**config.mk**
```make
export PLATFORM = sky130hd
export DESIGN_NAME = seq_multiplier_param_flat
export DESIGN_NICKNAME = d
export VERILOG_FILES = /design/src/rtl/seq_multiplier_param_if.sv /design/src/rtl/seq_multiplier_param.sv /design/src/flat_wrapper.sv
export SDC_FILE = /design/constraint.sdc
export NUM_CORES = 1
export LEC_CHECK = 0
export ABC_CLOCK_PERIOD_IN_PS = 6300
export BUFFER_PORTS_ARGS = -buffer_cell sky130_fd_sc_hd__buf_2
export CAP_MARGIN = 25
export CORE_MARGIN = 2
export CORE_UTILIZATION = 35
export DETAILED_ROUTE_END_ITERATION = 8
export GPL_TIMING_DRIVEN = 0
export HOLD_SLACK_MARGIN = 0.05
export SYNTH_ARGS = -nofsm -noshare
export SYNTH_HDL_FRONTEND = slang
export SYNTH_SLANG_ARGS = --single-unit
```
**constraint.sdc**
```tcl
create_clock -name clk -period 6.3 [get_ports clk]
set_clock_uncertainty 0.2 [all_clocks]
set_input_delay 0.315 -clock clk [delete_from_list [all_inputs] [get_ports clk]]
set_output_delay 0.315 -clock clk [all_outputs]
set_load 0.05 [all_outputs]
```
**src/rtl/seq_multiplier_param_if.sv**
```systemverilog
// Operand/result handshake bundle for the sequential multiplier.
interface seq_multiplier_param_if #(
    parameter int unsigned WIDTH = 32
);
    logic                 in_valid;
    logic                 in_ready;
    logic [WIDTH-1:0]     a;
    logic [WIDTH-1:0]     b;
    logic                 signed_mode;
    logic                 out_valid;
    logic                 out_ready;
    logic [2*WIDTH-1:0]   result;
    logic                 busy;

    // Producer/consumer side: presents operands, accepts results.
    modport master (
        output in_valid, a, b, signed_mode, out_ready,
        input  in_ready, out_valid, result, busy
    );

    // Multiplier side.
    modport slave (
        input  in_valid, a, b, signed_mode, out_ready,
        output in_ready, out_valid, result, busy
    );
endinterface

```
**src/rtl/seq_multiplier_param.sv**
```systemverilog
// Shift-add sequential multiplier, signed or unsigned per operation,
// WIDTH iterations per product with valid/ready flow control and clock enable.
module seq_multiplier_param #(
    parameter int unsigned WIDTH = 32
) (
    input  logic                   clk,
    input  logic                   reset,
    input  logic                   en,
    seq_multiplier_param_if.slave  bus
);
    localparam int unsigned PW    = 2 * WIDTH;
    localparam int unsigned CNT_W = (WIDTH > 2) ? $clog2(WIDTH) : 1;

    typedef enum logic [1:0] {
        S_IDLE = 2'd0,
        S_RUN  = 2'd1,
        S_DONE = 2'd2
    } state_e;

    state_e             state_q,     state_d;
    logic [CNT_W-1:0]   cnt_q,       cnt_d;
    logic [PW-1:0]      mcand_q,     mcand_d;
    logic [WIDTH-1:0]   mplier_q,    mplier_d;
    logic [PW-1:0]      acc_q,       acc_d;
    logic               signed_q,    signed_d;
    logic [PW-1:0]      result_q,    result_d;
    logic               in_ready_q,  in_ready_d;
    logic               out_valid_q, out_valid_d;
    logic               busy_q,      busy_d;

    logic [PW-1:0]      addend;
    logic [PW-1:0]      acc_nx;
    logic               last_iter;

    // Next-state, datapath step and registered output decode.
    always_comb begin
        state_d  = state_q;
        cnt_d    = cnt_q;
        mcand_d  = mcand_q;
        mplier_d = mplier_q;
        acc_d    = acc_q;
        signed_d = signed_q;
        result_d = result_q;

        // The multiplier MSB carries weight -2^(W-1) in signed mode, so the
        // last partial product is subtracted rather than added.
        last_iter = (cnt_q == CNT_W'(WIDTH - 1));
        addend    = mplier_q[0] ? mcand_q : '0;
        acc_nx    = (signed_q && last_iter) ? (acc_q - addend) : (acc_q + addend);

        if (en) begin
            case (state_q)
                S_IDLE: begin
                    if (bus.in_valid) begin
                        mcand_d  = {{WIDTH{bus.signed_mode & bus.a[WIDTH-1]}}, bus.a};
                        mplier_d = bus.b;
                        signed_d = bus.signed_mode;
                        acc_d    = '0;
                        cnt_d    = '0;
                        state_d  = S_RUN;
                    end
                end
                S_RUN: begin
                    acc_d    = acc_nx;
                    mcand_d  = mcand_q << 1;
                    mplier_d = mplier_q >> 1;
                    cnt_d    = cnt_q + CNT_W'(1);
                    if (last_iter) begin
                        result_d = acc_nx;
                        state_d  = S_DONE;
                    end
                end
                S_DONE: begin
                    if (bus.out_ready) begin
                        state_d = S_IDLE;
                    end
                end
                default: state_d = S_IDLE;
            endcase
        end

        in_ready_d  = (state_d == S_IDLE);
        out_valid_d = (state_d == S_DONE);
        busy_d      = (state_d != S_IDLE);
    end

    // State and datapath registers; synchronous active-low reset.
    always_ff @(posedge clk) begin
        if (!reset) begin
            state_q     <= S_IDLE;
            cnt_q       <= '0;
            mcand_q     <= '0;
            mplier_q    <= '0;
            acc_q       <= '0;
            signed_q    <= 1'b0;
            result_q    <= '0;
            in_ready_q  <= 1'b1;
            out_valid_q <= 1'b0;
            busy_q      <= 1'b0;
        end else begin
            state_q     <= state_d;
            cnt_q       <= cnt_d;
            mcand_q     <= mcand_d;
            mplier_q    <= mplier_d;
            acc_q       <= acc_d;
            signed_q    <= signed_d;
            result_q    <= result_d;
            in_ready_q  <= in_ready_d;
            out_valid_q <= out_valid_d;
            busy_q      <= busy_d;
        end
    end

    assign bus.in_ready  = in_ready_q;
    assign bus.out_valid = out_valid_q;
    assign bus.busy      = busy_q;
    assign bus.result    = result_q;

endmodule

```
**src/flat_wrapper.sv**
```systemverilog
// flat-port wrapper written by rule: the top's interface ports become plain ports
module seq_multiplier_param_flat 
#(
    parameter int unsigned WIDTH = 32
)
  (clk, reset, en, bus_in_valid, bus_a, bus_b, bus_signed_mode, bus_out_ready, bus_in_ready, bus_out_valid, bus_result, bus_busy);
  seq_multiplier_param_if #(.WIDTH(WIDTH)) bus_i ();
  input  logic clk;
  input  logic reset;
  input  logic en;
  input wire logic [$bits(bus_i.in_valid)-1:0] bus_in_valid;
  input wire logic [$bits(bus_i.a)-1:0] bus_a;
  input wire logic [$bits(bus_i.b)-1:0] bus_b;
  input wire logic [$bits(bus_i.signed_mode)-1:0] bus_signed_mode;
  input wire logic [$bits(bus_i.out_ready)-1:0] bus_out_ready;
  output wire logic [$bits(bus_i.in_ready)-1:0] bus_in_ready;
  output wire logic [$bits(bus_i.out_valid)-1:0] bus_out_valid;
  output wire logic [$bits(bus_i.result)-1:0] bus_result;
  output wire logic [$bits(bus_i.busy)-1:0] bus_busy;
  assign bus_i.in_valid = bus_in_valid;
  assign bus_i.a = bus_a;
  assign bus_i.b = bus_b;
  assign bus_i.signed_mode = bus_signed_mode;
  assign bus_i.out_ready = bus_out_ready;
  assign bus_in_ready = bus_i.in_ready;
  assign bus_out_valid = bus_i.out_valid;
  assign bus_result = bus_i.result;
  assign bus_busy = bus_i.busy;
  seq_multiplier_param #(.WIDTH(WIDTH)) u_core (.clk(clk), .reset(reset), .en(en), .bus(bus_i));
endmodule
```
# == After elaboration in Yosys (flattened, before gate mapping) ==
# Cells that the tools add are included.
# totals
wordCells,42
output_inout_bits,67
register_bits,235
# op_classes
n_mux,15
n_addsub,3
eq_ne,5
bitwise_logic,1
n_reduce_logical,8
# op_table
op,n
$mux 64,4
$pmux 64 s2,2
$add 64x64->64,1
$pmux 32 s2,1
$sub 64x64->64,1
$mux 32,1
$pmux 5 s2,1
$reduce_and 3->1,3
$mux 2,4
$pmux 2 s3,1
$add 5x1->5 const B,1
$eq 5x5->1 const B,1
$mux 5,1
$eq 2x2->1 const B,2
$logic_not 2->1,2
$reduce_bool 2->1,2
$eq 2x1->1 const B,1
$ne 2x2->1 const B,1
$and 1x1->1,1
$logic_and 1x1->1,1

# == Depth between registers and ports, before layout ==
# logic_depth
depth_word,5
mapped_depth,26

# == Worst setup path after synthesis ==
# OpenSTA, ideal clock, no wires.
# synth_timing
path_kind,reg2reg
startpoint,register u_core.mplier_q[0]
endpoint,"register u_core.result_q[59], in the netlist u_core.bus.result[59]"
required_time_ps,6037
setup_slack_ps,807
path_stages_with_launch,24
arrival_ps,5230
synth_period_minus_slack_ps,5493
cell_sequence,dfxtp_1 > clkbuf_1 > buf_1 > clkbuf_1 > clkbuf_1 > buf_1 > nand2_1 > ha_1 > and2_1 > and2_1 > buf_6 > nand3_2 > a21o_2 > o21a_1 > o211ai_1 > ha_1 > clkbuf_1 > nand2_1 > nor4_1 > or4bb_1 > o211ai_1 > o311ai_1 > or4_1 > nand3_1
# synth_between
elab_chain_len,3
word_cells_on_any_way,4
cone_classes,2 x add/sub; 2 x mux
# synth_lines
element,line_no,source
from (decl),seq_multiplier_param.sv:23,"logic [WIDTH-1:0] mplier_q, mplier_d;"
from (signal assigned),seq_multiplier_param.sv:104,mplier_q <= mplier_d;
$mux 64 (*),seq_multiplier_param.sv:48,addend = mplier_q[0] ? mcand_q : '0;
$add 64x64->64 / $sub 64x64->64 (equally long branches),seq_multiplier_param.sv:49,acc_nx = (signed_q && last_iter) ? (acc_q - addend) : (acc_q + addend);
$mux 64 (*),seq_multiplier_param.sv:49,
to (signal assigned),seq_multiplier_param.sv:107,result_q <= result_d;
to (decl),seq_multiplier_param.sv:26,"logic [PW-1:0] result_q, result_d;"
# Mark *: on every way between the ends. The rest lies on a longest branch, timed or not.
# A chain may end at the register's enable or synchronous reset.

# == Final worst setup path ==
# layout_timing
startpoint,register u_core.cnt_q[0]
endpoint,"register u_core.result_q[59], in the netlist u_core.bus.result[59]"
# layout_between
elab_chain_len,3
word_cells_on_any_way,4
cone_classes,1 x eq/ne; 1 x mux; 2 x reduce/logical
# layout_lines
element,line_no,source
from (decl),seq_multiplier_param.sv:21,"logic [CNT_W-1:0] cnt_q, cnt_d;"
from (signal assigned),seq_multiplier_param.sv:102,cnt_q <= cnt_d;
$eq 5x5->1 (*),seq_multiplier_param.sv:47,last_iter = (cnt_q == CNT_W'(WIDTH - 1));
$logic_and 1x1->1,seq_multiplier_param.sv:49,
$mux 64,seq_multiplier_param.sv:49,
# Marked as above.

==> metrics.txt <==
register area share after synthesis 32.70%; power per cell area 300.1 nW/um^2; power share of the sequential group 30.5%; grt ovf 0; global route hottest layer met2; largest family of logic cells by synthesized area compound AO/OA/AOI/OAI gates; GR Layer Usage met1 35.09%; Nets 2,269; Core Footprint 40,740 sq um; Leakage 0.007063 uW; P_sw 1984 uW; Seq cells post-synth 235; H-tree depth 1; Final Hold Fails 0; Fillers 4,205; Clk pwr share 32.0%; # IOs 137; DRC Markers 0; # port buffers 136; drt wl/cell 20.78 um; Hold Path Cell Cnt 2; Max Fclk 165.0 MHz; syn avg cell area 7.580 sq um; Critical Path Sink Type flip-flop; Switching Fraction 37.68%; TritonCTS buffer count 27; Slew @ Worst Pin 1.112 ns; Mapped Cells 1,898; Chip Width 206.8 um; crit path DAT 6.36 ns; placed cells 2,566; CTS sink cnt 235; share of layout cells above drive strength 1 11.39%; Initial Utilization 35.32%; die area 42,750 sq um; Tmin final 6.062 ns; Final Non-Filler Cells 2,683; GP Congestion 0.9634; cell-internal power 3282 uW; hold crit path type flip-flop to flip-flop; max cap viols 0; number of flops mapped to enable cells by yosys 0; DRT Pass-1 Iters 9; nature of the critical path startpoint flip-flop; pre-CTS WS -1.646 ns; clock buffer depth 3; drt first-iter violations 1,472; routed wire length 55,740 um; first-pass GRT wire length 84,660 um; area share of the largest cell type after synthesis 32.70%; Max FO, Critical Path 10; most frequent cells in the layout nand2_1, dfxtp_1, nor2_1; antenna violations before repair 0; CTS tree yes; YS warnings 0; vias in the first global route 14,630; Clock Pin Slew Worst Setup and Hold Paths 0.06 ns; fin crit share 96.21%; top cell type by total area after synthesis dfxtp_1; Max VDD drop 184.3 uV; final setup fails 0; DP HPWL 42,850 um; post-synthesis xor/xnor area fraction 6.087%; worst setup margin 0.2385 ns; Compound-Gate Fraction of Synth Area 27.16%; asr flop ratio synth 0%; Simple-Gate Fraction of Synth Area 23.42%; CP Class flip-flop to flip-flop; clk_lat worst skew 0.56 ns; leading cell type in the layout, fill and taps excluded nand2_1; GR Util met3 2.637%; combinational fraction of design power 37.4%; clk root buf clkbuf_16; largest net degree at the start of global routing 13; Slew headroom 25.87%; GR Layer Usage met2 43.06%; Routed Antenna Nets 0; Syn-to-layout area delta 21.95%; FF-to-FF path depth 18; synthesized area 14,390 sq um; Avg Vias per Cell 5.742; total global-route track usage 25.65%; portion of netlist area occupied by mux cells 0.3826%; Vias 15,410; Mapped Nets 2,035; top cells by area, synth dfxtp_1, nand2_1, a21oi_1; max-slew violations 0; Ant. Diodes 0; hold_ws 0.2479 ns; Crit path required time 6.60 ns; post-synth cell types 80; ys flop type dfxtp_1; Synth Area in Adders 5.879%; Std-Cell Rows 74; outcome complete, no violations; height of the chip 206.8 um
[synth_stat cells (all sizes together) (14+ instances only)]
| library cell | number |
|---|---|
| a21o | 32 |
| xnor2 | 42 |
| nand2b | 15 |
| nand4 | 26 |
| nor3 | 24 |
| clkbuf | 123 |
| a31oi | 28 |
| a222oi | 31 |
| a311oi | 34 |
| a22oi | 48 |
| nand3 | 72 |
| ha | 66 |
| o211ai | 21 |
| o21bai | 15 |
| xor2 | 58 |
| buf | 17 |
| nor2 | 189 |
| dfxtp | 235 |
| a21oi | 172 |
| nor4 | 14 |
| inv | 25 |
| nand2 | 327 |
| o21ai | 94 |
[logic make-up (layout without fill, tap and decap cells)]
| family | count (synthesis) | count (layout) |
|---|---|---|
| adder cells (fa/ha/maj) | 67 | 67 |
| XOR/XNOR | 100 | 100 |
| AO/OA/AOI/OAI | 577 | 577 |
| multiplexers | 5 | 5 |
| buffers and inverters | 165 | 418 |
| flip-flops | 235 | 235 |
| AND/OR/NAND/NOR | 749 | 749 |
[final cells by class]
class | count | area [sq um] | area share [%]
Multi-Input combinational cell | 1498 | 9184 | 52.34
Sequential cell | 235 | 4705 | 26.81
Timing Repair Buffer | 210 | 1409 | 8.030
Clock buffer | 38 | 797.0 | 4.543
Tap cell | 532 | 665.6 | 3.794
Buffer | 135 | 541.8 | 3.088
Clock inverter | 10 | 150.1 | 0.8557
Inverter | 25 | 93.84 | 0.5348
[routing by layer]
| metal | up-vias | part of all wire [%] |
|---|---|---|
| li1 | 7406 | - |
| met1 | 7310 | 45 |
| met2 | 604 | 46 |
| met3 | 85 | 6.7 |
| met4 | 0 | 2.5 |
| met5 | - | 0 |
[flip-flops by register name, indices dropped and copies added, names as in the netlist]
register	flops
u_core.acc_q	64
u_core.bus.result	64
u_core.mcand_q	64
u_core.mplier_q	32
u_core.cnt_q	5
u_core.state_q	2
u_core.bus.busy	1
u_core.bus.in_ready	1
u_core.bus.out_valid	1
u_core.signed_q	1
[worst paths after layout]
check                        start               endpoint  slack, ns
min reg2reg  u_core.bus.result[62]  u_core.bus.result[62]       0.25
max reg2reg        u_core.cnt_q[0]  u_core.bus.result[59]       0.24
min          u_core.bus.result[62]  u_core.bus.result[62]       0.25
max                u_core.cnt_q[0]  u_core.bus.result[59]       0.24
[power groups by stage]
stage	Sequential [uW]	Combinational [uW]	Clock, uW
6_report	1610	1970	1690
5_1_grt	1610	2140	1780
4_1_cts	1600	1880	1720
3_5_place_dp	1640	1810	0
3_3_place_gp	1640	1800	0
2_1_floorplan	1620	1310	0
[what timing repair did]
| action | 4_1_cts | 5_1_grt |
|---|---|---|
| hold buffers | 69 | 0 |
| gates resized for setup | 17 | 28 |
| endpoints found under the hold margin | 72 | 0 |
| setup buffers | 0 | 4 |
| pin swaps | 0 | 3 |
| endpoints found under the setup margin | 106 | 52 |
[worst max-delay path, stage by stage (launching register included)]
cell and delay (ns):
dfxtp_1 0.38, ha_1 0.18, and3_1 0.16, ha_1 0.13
clkbuf_1 0.53, and2_1 0.31, buf_2 0.31, buf_1 0.58
a21oi_1 0.12, xor2_1 0.44, ha_1 0.19, clkbuf_1 0.32
nand4_1 0.31, nor4_4 0.39, or4bb_4 0.55, o211ai_1 0.19
o311ai_1 0.19, or4_1 0.44, nand3_1 0.08
[metrics by stage]
stage | setup TNS, ns | total power, uW | instance area (sq um) | util (%)
after floorplan | 0 | 2927 | 14390 | -
after global placement | -95.86 | 3439 | 15730 | 38.62
after detailed placement | -97.03 | 3444 | 15730 | 38.62
after CTS | 0 | 5201 | 17430 | 42.78
after global routing | -0.005720 | 5530 | 17550 | 43.07
final | 0 | 5266 | 17550 | 43.07
No activity file was read; power rests on OpenSTA's default activity.
